===== src/rtl/tl_sensor_pkg.sv =====
// Shared constants for the loop-detector conditioning stage.
// Lane order matches the arr/dep bit order.
package tl_sensor_pkg;

  localparam int NUM_LANES   = 4;
  localparam int LANE_A      = 0;
  localparam int LANE_AL     = 1;
  localparam int LANE_B      = 2;
  localparam int LANE_BL     = 3;

  localparam int DEB_CYC_DEF = 4;
  localparam int CNT_W_DEF   = 4;

endpackage


===== src/rtl/tl_debounce.sv =====
// Two-flop synchronizer, debouncer and rising-edge detector
// for one raw detector level.
module tl_debounce
  import tl_sensor_pkg::*;
#(
  parameter int DEB_CYC = DEB_CYC_DEF
) (
  input  logic clk,
  input  logic reset,
  input  logic raw,
  output logic ev
);

  localparam int DW = $clog2(DEB_CYC + 1);

  logic          s1_q, s1_d;
  logic          s2_q, s2_d;
  logic          deb_q, deb_d;
  logic          prev_q, prev_d;
  logic [DW-1:0] dc_q, dc_d;
  logic          diff;
  logic          dc_hit;

  assign diff   = s2_q != deb_q;
  assign dc_hit = diff &&
    ((DW+1)'(dc_q) + (DW+1)'(1) == (DW+1)'(DEB_CYC));

  always_comb begin
    s1_d   = raw;
    s2_d   = s1_q;
    prev_d = deb_q;
    deb_d  = deb_q;
    dc_d   = '0;
    unique case (1'b1)
      !diff:  dc_d = '0;
      dc_hit: begin
        deb_d = s2_q;
        dc_d  = '0;
      end
      default: dc_d = dc_q + DW'(1);
    endcase
  end

  always_ff @(posedge clk) begin
    if (reset) begin
      s1_q   <= 1'b0;
      s2_q   <= 1'b0;
      deb_q  <= 1'b0;
      prev_q <= 1'b0;
      dc_q   <= '0;
    end else begin
      s1_q   <= s1_d;
      s2_q   <= s2_d;
      deb_q  <= deb_d;
      prev_q <= prev_d;
      dc_q   <= dc_d;
    end
  end

  assign ev = deb_q & ~prev_q;

endmodule


===== src/rtl/tl_sensor_cond.sv =====
// Per-lane saturating occupancy counters fed by debounced
// arrival/departure events; drives the controller T inputs.
module tl_sensor_cond
  import tl_sensor_pkg::*;
#(
  parameter int DEB_CYC = DEB_CYC_DEF,
  parameter int CNT_W   = CNT_W_DEF
) (
  input  logic                   clk,
  input  logic                   reset,
  input  logic [3:0]             arr,
  input  logic [3:0]             dep,
  output logic                   Ta,
  output logic                   Tal,
  output logic                   Tb,
  output logic                   Tbl,
  output logic [4*CNT_W-1:0]     occ,
  output logic [3:0]             ovf,
  output logic [3:0]             unf
);

  logic [NUM_LANES-1:0] arr_ev;
  logic [NUM_LANES-1:0] dep_ev;

  for (genvar i = 0; i < NUM_LANES; i++) begin : g_lane
    tl_debounce #(.DEB_CYC(DEB_CYC)) u_arr (
      .clk   (clk),
      .reset (reset),
      .raw   (arr[i]),
      .ev    (arr_ev[i])
    );
    tl_debounce #(.DEB_CYC(DEB_CYC)) u_dep (
      .clk   (clk),
      .reset (reset),
      .raw   (dep[i]),
      .ev    (dep_ev[i])
    );
  end

  logic [NUM_LANES-1:0][CNT_W-1:0] cnt_q, cnt_d;
  logic [NUM_LANES-1:0]            ovf_q, ovf_d;
  logic [NUM_LANES-1:0]            unf_q, unf_d;

  // Simultaneous arrival and departure cancel, flags untouched.
  always_comb begin
    cnt_d = cnt_q;
    ovf_d = ovf_q;
    unf_d = unf_q;
    for (int i = 0; i < NUM_LANES; i++) begin
      unique case (1'b1)
        arr_ev[i] && !dep_ev[i]: begin
          if (&cnt_q[i]) ovf_d[i] = 1'b1;
          else cnt_d[i] = cnt_q[i] + CNT_W'(1);
        end
        dep_ev[i] && !arr_ev[i]: begin
          if (cnt_q[i] == '0) unf_d[i] = 1'b1;
          else cnt_d[i] = cnt_q[i] - CNT_W'(1);
        end
        default: ;
      endcase
    end
  end

  always_ff @(posedge clk) begin
    if (reset) begin
      cnt_q <= '0;
      ovf_q <= '0;
      unf_q <= '0;
    end else begin
      cnt_q <= cnt_d;
      ovf_q <= ovf_d;
      unf_q <= unf_d;
    end
  end

  assign occ = cnt_q;
  assign ovf = ovf_q;
  assign unf = unf_q;
  assign Ta  = |cnt_q[LANE_A];
  assign Tal = |cnt_q[LANE_AL];
  assign Tb  = |cnt_q[LANE_B];
  assign Tbl = |cnt_q[LANE_BL];

endmodule

===== config.mk =====
export PLATFORM = sky130hd
export DESIGN_NAME = tl_sensor_cond
export DESIGN_NICKNAME = d
export VERILOG_FILES = /design/src/rtl/tl_sensor_pkg.sv /design/src/rtl/tl_debounce.sv /design/src/rtl/tl_sensor_cond.sv
export SDC_FILE = /design/constraint.sdc
export NUM_CORES = 1
export LEC_CHECK = 0
export BUFFER_PORTS_ARGS = -buffer_cell sky130_fd_sc_hd__buf_2
export CORE_MARGIN = 1
export CORE_UTILIZATION = 53
export CTS_BUF_LIST = sky130_fd_sc_hd__clkbuf_16
export DETAILED_ROUTE_END_ITERATION = 10
export PLACE_DENSITY_LB_ADDON = 0.25
export SLEW_MARGIN = 10
export SYNTH_ARGS = -nofsm -noshare
export SYNTH_HDL_FRONTEND = slang
export SYNTH_SLANG_ARGS = --single-unit

===== constraint.sdc =====
create_clock -name clk -period 1.81 [get_ports clk]
set_clock_uncertainty 0.2 [all_clocks]
set_input_delay 0.0905 -clock clk [delete_from_list [all_inputs] [get_ports clk]]
set_output_delay 0.0905 -clock clk [all_outputs]
set_load 0.005 [all_outputs]

==> impl_summary.log, run 1 <==
INFO  metric synth_edf_count = 0
INFO  metric detail_route.wirelength = roughly 7.1 mm
INFO  metric die_outline_width = 86.9 µm
INFO  metric outcome = finished, violations left
INFO  metric cellPowerDensity = 796 mW/mm²
INFO  metric syn_area = 0.00382 mm²
INFO  metric ys_top_cells_by_area = sky130_fd_sc_hd__dfxtp_1 (42%), sky130_fd_sc_hd__ha_1 (10%), sky130_fd_sc_hd__nor2b_1 (4.6%), sky130_fd_sc_hd__a21oi_1 (4.3%), sky130_fd_sc_hd__nand2b_1 (3.6%)
INFO  metric antenna_violations_before_repair = 0
INFO  metric grt_setup_unrepaired = yes
INFO  metric start_util = 0.556
INFO  metric drt_iter0_markers = between 60 and 70
INFO  metric final_design_area_no_fill = 0.00495 mm²
INFO  metric routed_wire_length_per_instance = roughly 12 µm
INFO  metric slew_headroom = 0.727
INFO  metric finalHoldWorstSlack = between 0.03 and 0.04 ns
INFO  metric violated_checks = setup timing
INFO  metric ant_nets = 0
INFO  metric worstSetupPathType = register to register
INFO  metric synth-async-reset-ratio = 0
INFO  metric maxCapViolCount = 0
INFO  metric crit_required = approximately 1.8 ns
INFO  metric placed_area = 0.00428 mm²
INFO  metric final_critical_path_setup_slack = -0.0639 ns
INFO  metric number_of_rows_in_the_core_area = 30
INFO  metric clock_tree.htree_level_count = 3
INFO  metric synth_xor_area_frac = 0.0367
INFO  metric mostFrequentLayoutCell = sky130_fd_sc_hd__dfxtp_1
INFO  metric synth_adder_area_share = 0.105
INFO  metric finalNetCount = 508
INFO  metric timing.final.crit_share = 1.04
INFO  metric class_of_the_tightest_hold_or_removal_check = primary input to register
INFO  metric worstSetupStartpointType = register
INFO  metric tot_pwr = about 3900 µW
INFO  metric global_route.overflow_total = 0
INFO  metric cts_num_sinks = 80
INFO  metric ys_seq_elements = 80
INFO  metric die_y = 86.9 µm
INFO  metric share_clk_of_total_power = 0.524
INFO  metric placed_wire_length_estimate = ~4.3 mm
INFO  metric regToRegStartpoint = g_lane[2].u_dep.deb_q
INFO  metric largest_register_ffs = 16
INFO  metric timing.fmax = 534 MHz
INFO  metric hold_path.startpoint = reset
INFO  metric grt_start_max_net_pins = 65
INFO  metric gp_congestion = 0.795
INFO  metric synth.yosys.seq_area_share = 0.419
INFO  metric p_int = approximately 3200 µW
INFO  metric pin_count = 38
INFO  metric area_growth = 29.5%
INFO  metric yosys.area.top_type_share = 0.419
INFO  metric crit_path_max_fanout = 5
INFO  metric antenna_cells = 0
INFO  metric final_layout_size_suffix_gt1_frac = 0.325
INFO  metric postSynthNetCount = 439
INFO  metric yosysUniqueCellTypes = 38
INFO  metric endpoint_kind = register
INFO  metric tritoncts_clock_tree = built
INFO  metric timing_worst_slew_pin_value = 0.405 ns
INFO  metric timing_max_transition_violations_final = 0
INFO  metric netlist.top_cell.by_area = sky130_fd_sc_hd__dfxtp_1
INFO  metric grt_pass1_vias = 2828
INFO  metric dominantRegCellSynth = sky130_fd_sc_hd__dfxtp_1
INFO  metric combinational_power_share = 0.021
INFO  metric clockRootBuffer = sky130_fd_sc_hd__clkbuf_16
INFO  metric global_route.usage.total = 0.195
INFO  metric netSwitchingPower = between 700 and 800 µW
INFO  metric main_combinational_cell_family_by_area_after_synthesis = simple AND/OR/NAND/NOR gates
INFO  metric die_area = 0.00755 mm²
INFO  metric hold_critical_path_depth = 3
INFO  metric hold_path_end = unf[1]
INFO  metric via_cell_ratio = a little over 5
INFO  metric remaining_drc_errors = 0
INFO  metric buffer_ports.inserted = 37
INFO  metric final.min_clock_period = 1.87 ns
INFO  metric switching_share = 0.194
INFO  metric pwr-share-seq = 0.456
INFO  metric synth_simple_gate_area_share = 0.230
INFO  metric critical_path_arrival = 1.88 ns
INFO  metric mean_syn_cell_area = roughly 9.6 µm²
INFO  metric floorplan_core_area = between 0.006 and 0.007 mm²
INFO  metric grt_pass1_wl = about 12 mm
INFO  metric cts_inserted_buffers = 9
INFO  metric num_vias = about 2900
INFO  metric synthMuxAreaShare = 0
INFO  metric drt_pre_antenna_iters = 4
INFO  metric synth-compound-area-share = 0.148
INFO  metric r2r_slack = -0.06 ns
INFO  metric cts_max_path_buffers = 2
INFO  metric post-place-ws = -0.0747 ns
INFO  metric post_synth_inst_count = 397
INFO  metric timing.final.hold_violations = 0
INFO  metric layout_common_cells = sky130_fd_sc_hd__dfxtp_1 (73), sky130_fd_sc_hd__buf_2 (37), sky130_fd_sc_hd__inv_1 (34), sky130_fd_sc_hd__nor2_1 (28), sky130_fd_sc_hd__a21oi_1 (28)
INFO  metric leakage = 0.00213 µW
INFO  metric ff2ff_path_depth = 8
INFO  metric setup_viol = 7
INFO  metric setup_total_negative_slack = -0.322 ns
INFO  metric clk_pin_slew = about 0.060 ns
INFO  metric vdd_ir_drop_max = 0.620 mV
INFO  metric yosysWarningCount = 0
INFO  metric timing.rr.end = occ[10]
INFO  metric clk-insertion-delay-late = 0.33 ns
synthesized netlist by cell type (8+ instances only):
cell	n
sky130_fd_sc_hd__dfxtp_1	80
sky130_fd_sc_hd__inv_1	34
sky130_fd_sc_hd__a21oi_1	33
sky130_fd_sc_hd__ha_1	32
sky130_fd_sc_hd__nor2_1	28
sky130_fd_sc_hd__nor2b_1	28
sky130_fd_sc_hd__nand2b_1	22
sky130_fd_sc_hd__nand3_1	12
sky130_fd_sc_hd__xnor2_1	12
sky130_fd_sc_hd__o21ai_0	11
sky130_fd_sc_hd__a211o_1	8
sky130_fd_sc_hd__a21bo_2	8
sky130_fd_sc_hd__and2_1	8
final cells by class:
| cell class | count | area (µm²) |
|---|---|---|
| Sequential cell | 80 | 1610 |
| Tap cell | 96 | 120 |
| Clock inverter | 7 | 119 |
| Inverter | 34 | 128 |
| Multi-Input combinational cell | 269 | 2260 |
| Clock buffer | 9 | 225 |
| Timing Repair Buffer | 72 | 484 |
| Fill cell | 491 | 1920 |
critical path, cell delays in order (launching register included):
cell	delay (ns)
sky130_fd_sc_hd__dfxtp_2	0.33
sky130_fd_sc_hd__nor2b_4	0.18
sky130_fd_sc_hd__ha_4	0.18
sky130_fd_sc_hd__xor2_1	0.19
sky130_fd_sc_hd__ha_2	0.21
sky130_fd_sc_hd__a21oi_2	0.04
sky130_fd_sc_hd__xnor2_1	0.19
sky130_fd_sc_hd__and4_1	0.21
sky130_fd_sc_hd__nor3_1	0.04
cells by family after synthesis:
kind of cell | count (synthesis)
xor+xnor | 16
compound gates | 81
buf+inv | 48
flops | 80
fa+ha+maj | 32
simple gates | 140
power groups by stage:
stage | logic [µW] | clock network [µW] | registers, µW
finish | 82.2 | 2060 | 1790
global route | 91.7 | 2180 | 1800
CTS | 83.0 | 2100 | 1790
detailed placement | 68.9 | 0 | 1830
global placement | 67.2 | 0 | 1830
floorplan | 52.1 | 0 | 1830
per-layer routing:
metal / vias up / share of wire / global-route usage
li1: 1483 / - / -
met1: 1346 / 0.46 / 0.218
met3: 12 / 0.030 / 0.0389
met4: 0 / 0.018 / 0.0924
met5: - / 0 / 0
met2: 53 / 0.50 / 0.354
timing repair:
action / 4_1_cts / 5_1_grt
pin swaps: 10 / 12
gates resized for setup: 17 / 14
endpoints found under the hold margin: 8 / 0
hold buffers: 8 / 0
setup endpoints to repair: 10 / 12
buffers inserted: 2 / 4
cloned: 0 / 0
per-stage QoR:
| step | util | cells |
|---|---|---|
| final | 0.720 | 567 |
| after global routing | 0.720 | 567 |
| after CTS | 0.703 | 563 |
| after detailed placement | 0.624 | 537 |
| after global placement | 0.624 | 537 |
| after floorplan | - | 397 |
worst max-delay path by stage:
| stage | startpoint | to | slack (ns) | depth (start not counted) |
|---|---|---|---|---|
| floorplan | g_lane[0].u_dep.deb_q | occ[2] | -0.04 | 9 |
| global placement | g_lane[0].u_arr.prev_q | occ[3] | 0.001 | 6 |
| detailed placement | g_lane[0].u_arr.prev_q | occ[3] | -0.07 | 6 |
| CTS | g_lane[0].u_dep.deb_q | occ[2] | -0.03 | 8 |
| finish | g_lane[2].u_dep.deb_q | occ[10] | -0.06 | 8 |
| global route | g_lane[0].u_arr.deb_q | occ[2] | -0.15 | 8 |
Power figures use the tool's default switching activity.
==> run 2: changes to the inputs <==
--- a/config.mk
+++ b/config.mk
@@ -7,7 +7,7 @@
 export LEC_CHECK = 0
 export BUFFER_PORTS_ARGS = -buffer_cell sky130_fd_sc_hd__buf_2
 export CORE_MARGIN = 1
-export CORE_UTILIZATION = 53
+export CORE_UTILIZATION = 44
 export CTS_BUF_LIST = sky130_fd_sc_hd__clkbuf_16
 export DETAILED_ROUTE_END_ITERATION = 10
 export PLACE_DENSITY_LB_ADDON = 0.25
@@ -15,3 +15,4 @@
 export SYNTH_ARGS = -nofsm -noshare
 export SYNTH_HDL_FRONTEND = slang
 export SYNTH_SLANG_ARGS = --single-unit
+export TNS_END_PERCENT = 50
==> run 2 against run 1 <==
Against the previous run:
- the flow still finishes with violations (setup timing)
- die area grew 20%
- critical path depth did not move
- cell count up 2.8%
- maximum frequency grew 2.0%
- clock-buffer cell count unchanged
- non-clock buffer count rose by 8
==> impl_summary.log, run 2 (synthesis results as in run 1) <==
INFO  metric finalNetCount = 516
INFO  metric mostFrequentLayoutCell = sky130_fd_sc_hd__dfxtp_1
INFO  metric layout_common_cells = sky130_fd_sc_hd__dfxtp_1 (72), sky130_fd_sc_hd__buf_2 (37), sky130_fd_sc_hd__inv_1 (35), sky130_fd_sc_hd__buf_4 (30)
INFO  metric cts_num_sinks = 80
INFO  metric timing_worst_slew_pin_value = approximately 0.47 ns
INFO  metric setup_total_negative_slack = -0.0548 ns
INFO  metric slowest_stage_cell_on_the_critical_path = sky130_fd_sc_hd__dfxtp_2
INFO  metric drt_pre_antenna_iters = 4
INFO  metric ff2ff_path_depth = 8
INFO  metric crit_required = 1.82 ns
INFO  metric clock_tree.htree_level_count = 3
INFO  metric final_design_area_no_fill = 0.00493 mm²
INFO  metric die_y = 95.2 µm
INFO  metric clockRootBuffer = sky130_fd_sc_hd__clkbuf_16
INFO  metric violated_checks = setup timing
INFO  metric worstSetupPathType = register to register
INFO  metric vdd_ir_drop_max = 0.434 mV
INFO  metric post-place-ws = -0.0737 ns
INFO  metric tot_pwr = 3730 µW
INFO  metric timing.final.crit_share = 1.02
INFO  metric number_of_rows_in_the_core_area = 33
INFO  metric ant_nets = 0
INFO  metric largest_register_ffs = 16
INFO  metric cts_max_path_buffers = 2
INFO  metric endpoint_kind = register
INFO  metric gp_congestion = 0.806
INFO  metric buffer_ports.inserted = 37
INFO  metric outcome = finished, violations left
INFO  metric global_route.overflow_total = 0
INFO  metric crit_path_cell_trace = nor2b_4, ha_4, xor2_1, ha_2, a21oi_2, xnor2_1, and4_1, nor3_2
INFO  metric tritoncts_clock_tree = built
INFO  metric remaining_drc_errors = 0
INFO  metric leakage = 0.00215 µW
INFO  metric clk-insertion-delay-late = 0.33 ns
INFO  metric timing_max_transition_violations_final = 0
INFO  metric final_critical_path_setup_slack = -0.0278 ns
INFO  metric die_area = 0.00906 mm²
INFO  metric grt_pass1_vias = 2663
INFO  metric hold_path_end = g_lane[2].u_arr.s2_q
INFO  metric grt_setup_unrepaired = yes
INFO  metric via_cell_ratio = between 5 and 6
INFO  metric placed_wire_length_estimate = ~4.7 mm
INFO  metric floorplan_core_area = roughly 0.0083 mm²
INFO  metric slowest_stage_delay_cp = 0.32 ns
INFO  metric cts_inserted_buffers = 9
INFO  metric antenna_cells = 0
INFO  metric timing.rr.end = occ[6]
INFO  metric start_util = 0.460
INFO  metric placed_area = 0.00432 mm²
INFO  metric hold_critical_path_depth = 1
INFO  metric worstSetupStartpointType = register
INFO  metric final_layout_size_suffix_gt1_frac = 0.316
INFO  metric pin_count = 38
INFO  metric path_buf_inv = 0
INFO  metric r2r_slack = -0.03 ns
INFO  metric clk_pin_slew = ~0.060 ns
INFO  metric num_vias = about 2900
INFO  metric drt_iter0_markers = 62
INFO  metric hold_path.startpoint = g_lane[2].u_arr.s1_q
INFO  metric slew_headroom = 0.686
INFO  metric timing.fmax = around 540 MHz
INFO  metric antenna_violations_before_repair = 0
INFO  metric critical_path_arrival = 1.85 ns
INFO  metric class_of_the_tightest_hold_or_removal_check = register to register
INFO  metric cellPowerDensity = 756 mW/mm²
INFO  metric global_route.usage.total = 0.157
INFO  metric setup_viol = 3
INFO  metric n_fill_cell = 696
INFO  metric timing.final.hold_violations = 0
INFO  metric routed_wire_length_per_instance = 11.6 µm
INFO  metric cpLargestDelayFamily = simple AND/OR/NAND/NOR gates
INFO  metric grt_pass1_wl = roughly 11 mm
INFO  metric regToRegStartpoint = g_lane[1].u_dep.deb_q
INFO  metric area_growth = 29.1%
INFO  metric final.min_clock_period = 1.84 ns
INFO  metric detail_route.wirelength = 6.75 mm
INFO  metric maxCapViolCount = 0
INFO  metric crit_path_max_fanout = 5
INFO  metric grt_start_max_net_pins = 24
INFO  metric die_outline_width = 95.2 µm
INFO  metric finalHoldWorstSlack = 0.236 ns
run 2: cell count changes in the layout (fill, tap and decap cells not counted), sizes merged:
cell and delta:
bufinv -1, clkinvlp -2, dlygate4sd3 +4, buf +4, clkinv +2
run 2: area by class of cell:
class / instances / area [µm²] / area share
Clock buffer: 9 / 225 / 0.0457
Clock inverter: 6 / 76.3 / 0.0155
Inverter: 34 / 128 / 0.0259
Multi-Input combinational cell: 269 / 2210 / 0.448
Sequential cell: 80 / 1610 / 0.327
Tap cell: 105 / 131 / 0.0266
Timing Repair Buffer: 80 / 551 / 0.112
run 2: how the worst max path moves through the flow:
stage | startpoint | to | slack (ns) | depth (start not counted)
final | g_lane[1].u_dep.deb_q | occ[6] | -0.03 | 8
after global routing | g_lane[0].u_arr.deb_q | occ[3] | -0.16 | 6
after CTS | g_lane[3].u_dep.deb_q | occ[15] | -0.02 | 6
after detailed placement | g_lane[3].u_dep.deb_q | occ[14] | -0.07 | 8
after global placement | g_lane[0].u_arr.prev_q | occ[3] | -0.007 | 7
after floorplan | g_lane[0].u_dep.deb_q | occ[2] | -0.04 | 9
run 2: power breakdown:
group          internal (µW)  leakage [µW]  switching (µW)
Combinational           50.2       0.00134            42.3
Clock                   1180      0.000152             658
Sequential              1780      0.000652            11.6
Total                   3020       0.00215             712
run 2: what timing repair did:
item                                    in CTS  in global routing
hold endpoints to repair                     9                  0
hold buffers                                12                  0
pin swaps                                   11                 11
endpoints found under the setup margin       8                 12
resized for setup                           14                 13
setup buffers                                1                  2
run 2: per-layer routing:
metal	vias up	routed length, µm	global-route usage
li1	1498	-	-
met1	1370	3190	0.187
met2	43	3270	0.267
met3	11	171	0.0311
met4	0	111	0.0821
met5	-	0	0
run 2: stage by stage:
stage / util / instances
3_5_place_dp: 0.521 / 553
2_1_floorplan: - / 397
3_3_place_gp: 0.521 / 553
4_1_cts: 0.584 / 581
6_report: 0.594 / 583
5_1_grt: 0.594 / 583
==> run 3: changes to the inputs <==
--- a/config.mk
+++ b/config.mk
@@ -11,6 +11,7 @@
 export CTS_BUF_LIST = sky130_fd_sc_hd__clkbuf_16
 export DETAILED_ROUTE_END_ITERATION = 10
 export PLACE_DENSITY_LB_ADDON = 0.25
+export SETUP_SLACK_MARGIN = 0.2
 export SLEW_MARGIN = 10
 export SYNTH_ARGS = -nofsm -noshare
 export SYNTH_HDL_FRONTEND = slang
==> run 3 against run 2 <==
Against the previous run:
- the run still ends with setup timing left
- register-to-register slack better by 0.02 ns
- via count rose by 0.21%
- cell count increased by 2.9%
- highest routed layer unchanged
- sequential power about the same
- largest power group is now sequential cells
- critical endpoint unchanged
- core utilization is 3.0 points higher
- global-route usage decreased by 0.23 points
- total power down 3.7%
- non-clock buffer count grew 16
- largest cell class unchanged
==> impl_summary.log, run 3 (synthesis results as in run 1) <==
INFO  metric outcome = finished, violations left
INFO  metric violated_checks = setup timing
INFO  metric layout.core_utilization = 0.624
INFO  metric clock_tree.htree_level_count = 3
INFO  metric grt_pass1_wl = 11.0 mm
INFO  metric global_route.overflow_total = 0
INFO  metric final.min_clock_period = 1.82 ns
INFO  metric grt_start_max_net_pins = 22
INFO  metric class_of_the_tightest_hold_or_removal_check = register to register
INFO  metric drt_pre_antenna_iters = 4
INFO  metric die_y = 95.2 µm
INFO  metric ff_latch_area = 0.00164 mm²
INFO  metric timing_worst_slew_pin_value = 0.383 ns
INFO  metric finalNetCount = 532
INFO  metric cts_num_sinks = 80
INFO  metric ant_nets = 0
INFO  metric grt_most_used_layer = met2
INFO  metric setup_viol = 1
INFO  metric layout_common_cells = sky130_fd_sc_hd__dfxtp_1 (61), sky130_fd_sc_hd__buf_4 (38), sky130_fd_sc_hd__buf_2 (36), sky130_fd_sc_hd__inv_1 (34)
INFO  metric remaining_drc_errors = 0
INFO  metric floorplan_core_area = 0.00830 mm²
INFO  metric maxCapViolCount = 0
INFO  metric routed_wire_length_per_instance = ~11 µm
INFO  metric cts_max_path_buffers = 2
INFO  metric critical_path_arrival = approximately 1.8 ns
INFO  metric met2_usage = 0.265
INFO  metric cellPowerDensity = slightly below 700 mW/mm²
INFO  metric via_cell_ratio = 4.88
INFO  metric worstSetupPathType = register to register
INFO  metric timing.fmax = 550 MHz
INFO  metric post-place-ws = -0.0715 ns
INFO  metric clockRootBuffer = sky130_fd_sc_hd__clkbuf_16
INFO  metric tritoncts_clock_tree = built
INFO  metric endpoint_kind = register
INFO  metric hold_critical_path_depth = 1
INFO  metric antenna_violations_before_repair = 0
INFO  metric die_outline_width = ~95 µm
INFO  metric use_met1 = 0.183
INFO  metric multi_input_comb_area = 0.00230 mm²
INFO  metric grt_setup_unrepaired = yes
INFO  metric ff2ff_path_depth = 8
INFO  metric buffer_ports.inserted = 37
INFO  metric timing.final.hold_violations = 0
INFO  metric final_layout_size_suffix_gt1_frac = 0.382
INFO  metric pin_count = 38
INFO  metric setup_total_negative_slack = -0.00771 ns
INFO  metric slew_headroom = 0.744
INFO  metric leakage = 0.00225 µW
INFO  metric num_vias = 2928
INFO  metric timing.final.crit_share = 1.00
INFO  metric number_of_rows_in_the_core_area = 33
INFO  metric cts_inserted_buffers = 9
INFO  metric vdd_ir_drop_max = 0.438 mV
INFO  metric gp_congestion = 0.828
INFO  metric antenna_cells = 0
INFO  metric timing.rr.end = occ[6]
INFO  metric drt_iter0_markers = 78
INFO  metric regToRegStartpoint = g_lane[1].u_dep.deb_q
INFO  metric finalHoldWorstSlack = 0.224 ns
INFO  metric largest_register_ffs = 16
INFO  metric die_area = 0.00906 mm²
INFO  metric area_growth = 35.6%
INFO  metric grt_pass1_vias = 2611
INFO  metric worstSetupStartpointType = register
INFO  metric clk_pin_slew = ~0.060 ns
INFO  metric hold_path_end = g_lane[1].u_arr.dc_q[0]
INFO  metric gr-usage-met3 = 0.0359
INFO  metric placed_wire_length_estimate = 4.54 mm
INFO  metric mostFrequentLayoutCell = sky130_fd_sc_hd__dfxtp_1
INFO  metric crit_path_max_fanout = 5
INFO  metric start_util = 0.460
INFO  metric r2r_slack = -0.008 ns
INFO  metric global_route.usage.total = 0.155
INFO  metric timing_max_transition_violations_final = 0
INFO  metric hold_path.startpoint = g_lane[1].u_arr.dc_q[0]
INFO  metric final_critical_path_setup_slack = -0.00771 ns
INFO  metric clk-insertion-delay-late = 0.33 ns
INFO  metric detail_route.wirelength = 6.74 mm
INFO  metric n_fill_cell = 719
INFO  metric crit_required = 1.83 ns
run 3: how the worst max path moves through the flow:
| stage | to | cells after the start | from | slack [ns] |
|---|---|---|---|---|
| after global placement | occ[11] | 6 | g_lane[2].u_dep.deb_q | 0.006 |
| final | occ[6] | 8 | g_lane[1].u_dep.deb_q | -0.008 |
| after detailed placement | occ[6] | 8 | g_lane[1].u_dep.deb_q | -0.07 |
| after CTS | occ[6] | 8 | g_lane[1].u_dep.deb_q | -0.005 |
| after floorplan | occ[2] | 9 | g_lane[0].u_dep.deb_q | -0.04 |
| after global routing | occ[6] | 8 | g_lane[1].u_dep.deb_q | -0.12 |
run 3: area by class of cell:
cell class,instances,share of cell area
sequential,80,0.316
inverter,34,0.0246
multi-input combinational,269,0.445
tap,105,0.0254
clock buffer,9,0.0435
clock inverter,7,0.0106
timing repair buffer,96,0.136
run 3: critical path, stage by stage, from the launching register on:
cell                      delay (ns)
sky130_fd_sc_hd__dfxtp_2        0.32
sky130_fd_sc_hd__nor2b_4        0.13
sky130_fd_sc_hd__ha_4           0.17
sky130_fd_sc_hd__xor2_1         0.16
sky130_fd_sc_hd__ha_2           0.20
sky130_fd_sc_hd__a21oi_2        0.13
sky130_fd_sc_hd__xnor2_1        0.15
sky130_fd_sc_hd__and4_1         0.20
sky130_fd_sc_hd__nor3_1         0.04
run 3: per-layer routing:
metal,up-vias,share of wire
met5,-,0
met4,0,0.021
met3,14,0.028
met2,39,0.48
met1,1342,0.47
li1,1533,-
run 3: per-stage QoR:
stage	power (µW)	cell area, µm²	cells
after floorplan	1880	3930	397
after CTS	3650	4990	590
after global placement	1910	4380	558
after global routing	3730	5180	600
final	3590	5180	600
after detailed placement	1910	4380	558
run 3: what timing repair did:
| action | CTS | global route |
|---|---|---|
| hold buffers | 11 | 0 |
| setup endpoints to repair | 21 | 47 |
| buffers inserted | 5 | 10 |
| pin swaps | 19 | 20 |
| gates resized for setup | 36 | 36 |
| hold endpoints to repair | 14 | 0 |
run 3: where the power goes:
part           switching, µW  total, µW  internal [µW]  leakage, µW
registers               11.6       1790           1780     0.000659
clock network            662       1700           1040     0.000147
logic                   43.2       97.5           54.3      0.00144
total                    717       3590           2870      0.00225
